File: config.mk
export PLATFORM = sky130hd
export DESIGN_NAME = apb_master_bridge
export DESIGN_NICKNAME = d
export VERILOG_FILES = /design/src/rtl/apb_pkg.sv /design/src/rtl/apb_master_bridge.sv
export SDC_FILE = /design/constraint.sdc
export NUM_CORES = 1
export LEC_CHECK = 0
export ABC_AREA = 1
export CORE_MARGIN = 2
export CORE_UTILIZATION = 39
export DETAILED_ROUTE_END_ITERATION = 10
export GPL_ROUTABILITY_DRIVEN = 0
export PLACE_DENSITY_LB_ADDON = 0.3
export SLEW_MARGIN = 10
export SYNTH_ARGS = -nofsm -noshare
export SYNTH_HDL_FRONTEND = slang
export SYNTH_SLANG_ARGS = --single-unit
export TNS_END_PERCENT = 50
File: constraint.sdc
create_clock -name PCLK -period 1.7 [get_ports PCLK]
set_input_delay 0.425 -clock PCLK [delete_from_list [all_inputs] [get_ports PCLK]]
set_output_delay 0.425 -clock PCLK [all_outputs]
set_load 0.02 [all_outputs]
File: src/rtl/apb_pkg.sv
// Shared APB types: FSM state encoding, the registered command and the
// response record returned to the requester.
package apb_pkg;

   localparam int unsigned APB_ADDR_W = 32;
   localparam int unsigned APB_DATA_W = 32;

   typedef enum logic [1:0] {
      APB_IDLE,
      APB_SETUP,
      APB_ACCESS
   } apb_state_t;

   typedef struct packed {
      logic                  write;
      logic [APB_ADDR_W-1:0] addr;
      logic [APB_DATA_W-1:0] wdata;
   } apb_cmd_t;

   typedef struct packed {
      logic [APB_DATA_W-1:0] rdata;
      logic                  err;
      logic                  timeout;
   } apb_rsp_t;

   // Builds the response for a normal completion: writes return zero data,
   // and the error flag is whatever the completer reported on the last cycle.
   function automatic apb_rsp_t apbCompletion(input logic                  write,
                                              input logic [APB_DATA_W-1:0] prdata,
                                              input logic                  slverr);
      apb_rsp_t rsp;
      rsp.rdata   = write ? '0 : prdata;
      rsp.err     = slverr;
      rsp.timeout = 1'b0;
      return rsp;
   endfunction

endpackage

File: src/rtl/apb_master_bridge.sv
// APB requester: accepts one command at a time on a valid/ready port, runs
// the SETUP/ACCESS transfer and holds the response until it is consumed.
// Optional feature: define APB_MASTER_TIMEOUT_EN to abort ACCESS after
// TIMEOUT_CYCLES wait-state cycles; otherwise ACCESS waits indefinitely and
// RSP_TIMEOUT is always 0.
module apb_master_bridge
   import apb_pkg::*;
#(
   parameter int unsigned ADDR_W         = 32,
   parameter int unsigned DATA_W         = 32,
   parameter int unsigned TIMEOUT_CYCLES = 256
) (
   input  logic              PCLK,
   input  logic              PRESET,
   input  logic              CMD_VALID,
   output logic              CMD_READY,
   input  logic              CMD_WRITE,
   input  logic [ADDR_W-1:0] CMD_ADDR,
   input  logic [DATA_W-1:0] CMD_WDATA,
   output logic              RSP_VALID,
   input  logic              RSP_READY,
   output logic [DATA_W-1:0] RSP_RDATA,
   output logic              RSP_ERR,
   output logic              RSP_TIMEOUT,
   output logic              PSELx,
   output logic              PENABLE,
   output logic              PWRITE,
   output logic [ADDR_W-1:0] PADDR,
   output logic [DATA_W-1:0] PWDATA,
   input  logic [DATA_W-1:0] PRDATA,
   input  logic              PREADY,
   input  logic              PSLVERR
);

   // The command/response records are sized by the package, so the port
   // widths must agree with them.
   if (ADDR_W != APB_ADDR_W || DATA_W != APB_DATA_W || TIMEOUT_CYCLES < 1) begin : gParamCheck
      $error("apb_master_bridge: unsupported parameter set");
   end

   apb_state_t r_state;
   apb_state_t w_nextState;
   apb_cmd_t   r_cmd;
   apb_rsp_t   r_rsp;
   logic       r_rspValid;
   logic       w_cmdReady;
   logic       w_accept;
   logic       w_complete;
   logic       w_abort;

`ifdef APB_MASTER_TIMEOUT_EN
   localparam int unsigned CNT_W = $clog2(TIMEOUT_CYCLES + 1);
   logic [CNT_W-1:0] r_waitCnt;
   logic             w_limitHit;

   assign w_limitHit = (r_waitCnt == CNT_W'(TIMEOUT_CYCLES - 1));
`endif

   // Next-state and bus control decode; the bus strobes follow the state
   // directly, and a new command is only taken when nothing is pending.
   always_comb begin
      w_nextState = r_state;
      w_cmdReady  = (r_state == APB_IDLE) && !r_rspValid;
      w_accept    = 1'b0;
      w_complete  = 1'b0;
      w_abort     = 1'b0;
      PSELx       = 1'b0;
      PENABLE     = 1'b0;
      case (r_state)
         APB_IDLE: begin
            if (CMD_VALID && w_cmdReady) begin
               w_accept    = 1'b1;
               w_nextState = APB_SETUP;
            end
         end
         APB_SETUP: begin
            PSELx       = 1'b1;
            w_nextState = APB_ACCESS;
         end
         APB_ACCESS: begin
            PSELx   = 1'b1;
            PENABLE = 1'b1;
            if (PREADY) begin
               w_complete  = 1'b1;
               w_nextState = APB_IDLE;
            end
`ifdef APB_MASTER_TIMEOUT_EN
            else if (w_limitHit) begin
               w_abort     = 1'b1;
               w_nextState = APB_IDLE;
            end
`endif
         end
         default: begin
            w_nextState = APB_IDLE;
         end
      endcase
   end

   // State register; reset drops any transfer in flight without a response.
   always_ff @(posedge PCLK) begin
      if (PRESET) begin
         r_state <= APB_IDLE;
      end else begin
         r_state <= w_nextState;
      end
   end

   // Command capture on accept; the bus address/data hold from SETUP through
   // the last ACCESS cycle and keep their last values while idle.
   always_ff @(posedge PCLK) begin
      if (PRESET) begin
         r_cmd <= '0;
      end else if (w_accept) begin
         r_cmd <= '{write: CMD_WRITE, addr: CMD_ADDR, wdata: CMD_WDATA};
      end
   end

   // Response holding register: set on completion or abort, cleared by the
   // consumer's handshake. PSLVERR and PRDATA are only sampled at completion.
   always_ff @(posedge PCLK) begin
      if (PRESET) begin
         r_rspValid <= 1'b0;
         r_rsp      <= '0;
      end else if (w_complete) begin
         r_rspValid <= 1'b1;
         r_rsp      <= apbCompletion(r_cmd.write, PRDATA, PSLVERR);
      end else if (w_abort) begin
         r_rspValid <= 1'b1;
         r_rsp      <= '{rdata: '0, err: 1'b1, timeout: 1'b1};
      end else if (r_rspValid && RSP_READY) begin
         r_rspValid <= 1'b0;
      end
   end

`ifdef APB_MASTER_TIMEOUT_EN
   // Wait-state counter: restarts in SETUP and counts ACCESS cycles spent
   // waiting for the completer.
   always_ff @(posedge PCLK) begin
      if (PRESET) begin
         r_waitCnt <= '0;
      end else if (r_state == APB_SETUP) begin
         r_waitCnt <= '0;
      end else if (r_state == APB_ACCESS && !PREADY) begin
         r_waitCnt <= r_waitCnt + CNT_W'(1);
      end
   end
`endif

   assign CMD_READY   = w_cmdReady;
   assign PWRITE      = r_cmd.write;
   assign PADDR       = r_cmd.addr;
   assign PWDATA      = r_cmd.wdata;
   assign RSP_VALID   = r_rspValid;
   assign RSP_RDATA   = r_rsp.rdata;
   assign RSP_ERR     = r_rsp.err;
   assign RSP_TIMEOUT = r_rsp.timeout;

endmodule

==> qor.csv <==
metric,value,unit
run status,completed,
Mapped Nets,572,
Residual DRC,0,
Port-buffer cells,204,
post-CTS setup buffer count,0,
"top cells by area, synth","dfxtp_1 (54%), a21oi_1 (13%), nand3_1 (13%)",
GRT Resource Usage Total,0.213,
Antenna Nets Post-Route,0,
worst hold path depth,2,
vias in the first global route,3652,
root buffer cell,clkbuf_8,
CP Capture Type,output port,
RSZ-0062 raised after global routing,false,
initial antenna violation count,0,
area occupied by multi-input gates,1480,sq um
I/O pins,206,
Worst setup SP type,flip-flop,
CTS H-tree lvls,3,
Filler Cells Inserted,844,
Avg Synthesized Cell Area,8.06,sq um
R2R depth,7,
Initial Util,0.405,
Hold Crit Class,primary input to flip-flop,
"commonest non-fill, non-tap cell in the layout",nand2_1,
Cell variety after synth,18,
TritonCTS clock tree,built,
DR iter-0 viols,149,
register area,2020,sq um
first drt pass iteration count,4,
Lkg Pwr,2.61,nW
largest net degree at the start of global routing,66,
R2R Setup Slk,0.19,ns
detailed-route via count,3886,
total gr overflow,0,
Layout Nets,761,
per-cell routed wire length,14.5,microns
CP arrival,1.19,ns
die area,10400,sq um
kind of critical path,flip-flop to output port,
maxcap violations,0,
Synth area leader,dfxtp_1,
Cell Rows,35,
CP max FO,3,
Ys Warns,0,
Die W,102,microns
peak supply drop,0.763,mV
Num CTS Buffers,9,
CTS Hold Buffers Added,0,
Fin. Hold Viols,0,
min Tclk post-route,1.62,ns
power per cell area,1050,nW/um^2
Worst Skew,0.0161,ns
Max Clk Rate,0.618,GHz
Worst-Skew Late Latency,0.35,ns
Die Y-Extent,102,microns
pins over their slew limit,0,
first-pass GRT wire length,17700,microns
share of the synthesized area in the top cell type,0.538,
final core utilization,0.646,
Core Region,9280,sq um
via-per-instance ratio,4.93,
Syn-to-layout area delta,59.7,%
Final period util,0.952,
"Reg clk slew, reported paths",0.10,ns
clk buf depth,2,
most frequent cells in the layout,"nand2_1 (101), dfxtp_1 (100), clkdlybuf4s50_1 (100)",
ratio of cells with drive above 1 in the final layout,0.0667,
worst r2r dst,PWDATA[5],
synthesis-stage register bit count,101,
final WL,11500,microns
Synth Instances,466,
Crit path required time,1.27,ns
worst hold slack,0.454,ns
placed cells,773,
number of diodes,0,
sequential area share after synthesis,0.538,
synthesized area,3760,sq um
hold path endpoint,RSP_RDATA[22],
TritonCTS Sinks,101,
final setup fails,0,
DP Wirelength,8090,microns
Non-Filler Instances,789,
Reg-to-Reg Start,r_state[1],
startpoint of the worst hold path,PRESET,
==> cells in the mapped netlist (all sizes together) <==
cell type and instances:
clkinv 1, inv 9, nand2 101, clkbuf 12, a21oi 99, o21ai 3
conb 1, nand3 99, ha 3, dfxtp 101, nor2 7, buf 30
==> worst max path at each step <==
stage                     from        end  slack, ns  cells past startpoint
floorplan           r_state[0]  RSP_VALID       0.24                      7
global placement    r_state[1]  CMD_READY      -0.04                      5
detailed placement  r_state[1]  CMD_READY      -0.06                      5
CTS                 r_state[1]  CMD_READY      -0.03                      5
global route        r_state[0]    PENABLE       0.03                      3
finish              r_state[0]    PENABLE       0.08                      3
==> area by class of cell <==
cell class | instances | share of cell area
Clock inverter | 5 | 0.0136
Tap cell | 129 | 0.0269
Timing Repair Buffer | 220 | 0.346
Clock buffer | 11 | 0.0236
Sequential cell | 101 | 0.337
Multi-Input combinational cell | 313 | 0.246
Inverter | 10 | 0.00626
==> where the power goes <==
part | leakage, nW | total (mW) | internal (mW) | switching, mW
logic | 1.68 | 1.91 | 0.784 | 1.13
registers | 0.825 | 2.72 | 2.60 | 0.114
clock network | 0.110 | 1.70 | 0.875 | 0.821
==> layer usage <==
layer	GRT usage	vias up	wire, microns
met5	0	-	0
met4	0.0718	0	211
met3	0.0499	14	728
met2	0.366	121	5670
met1	0.263	1815	4850
li1	-	1936	-
==> metrics by stage <==
stage	power (mW)	setup TNS, ns	instance area [sq um]	setup WS [ns]
after global routing	6.65	0	6000	0.0327
after CTS	6.33	-0.0460	5970	-0.0252
final	6.32	0	6000	0.0819
after floorplan	3.93	0	3760	0.243
after detailed placement	4.83	-0.0596	5890	-0.0550
after global placement	4.79	-0.0408	5890	-0.0408
==> worst max-delay path, cell delays in order, from the launching register on <==
cell and delay [ns]:
dfxtp_1 0.38, inv_2 0.07, ha_1 0.23, buf_2 0.18
==> flip-flops by register name, summed over array words and instances (netlist names) <==
signal and flops:
PWRITE 1, r_state 2, RSP_RDATA 32, PADDR 32, RSP_ERR 1, PWDATA 32, RSP_VALID 1
==> cells by family after synthesis <==
| group | after synthesis | share of synthesized area |
|---|---|---|
| simple gates | 207 | 0.242 |
| compound gates | 102 | 0.136 |
| flops | 101 | 0.538 |
| buf+inv | 52 | 0.0729 |
| fa+ha+maj | 3 | 0.00999 |
| other cells | 1 | 0.000998 |
==> what timing repair did <==
| item | 4_1_cts | 5_1_grt |
|---|---|---|
| pin swaps | 0 | 1 |
| endpoints found under the setup margin | 109 | 67 |
| resized for setup | 111 | 10 |
Note: power is estimated with default switching activity, not from simulation.
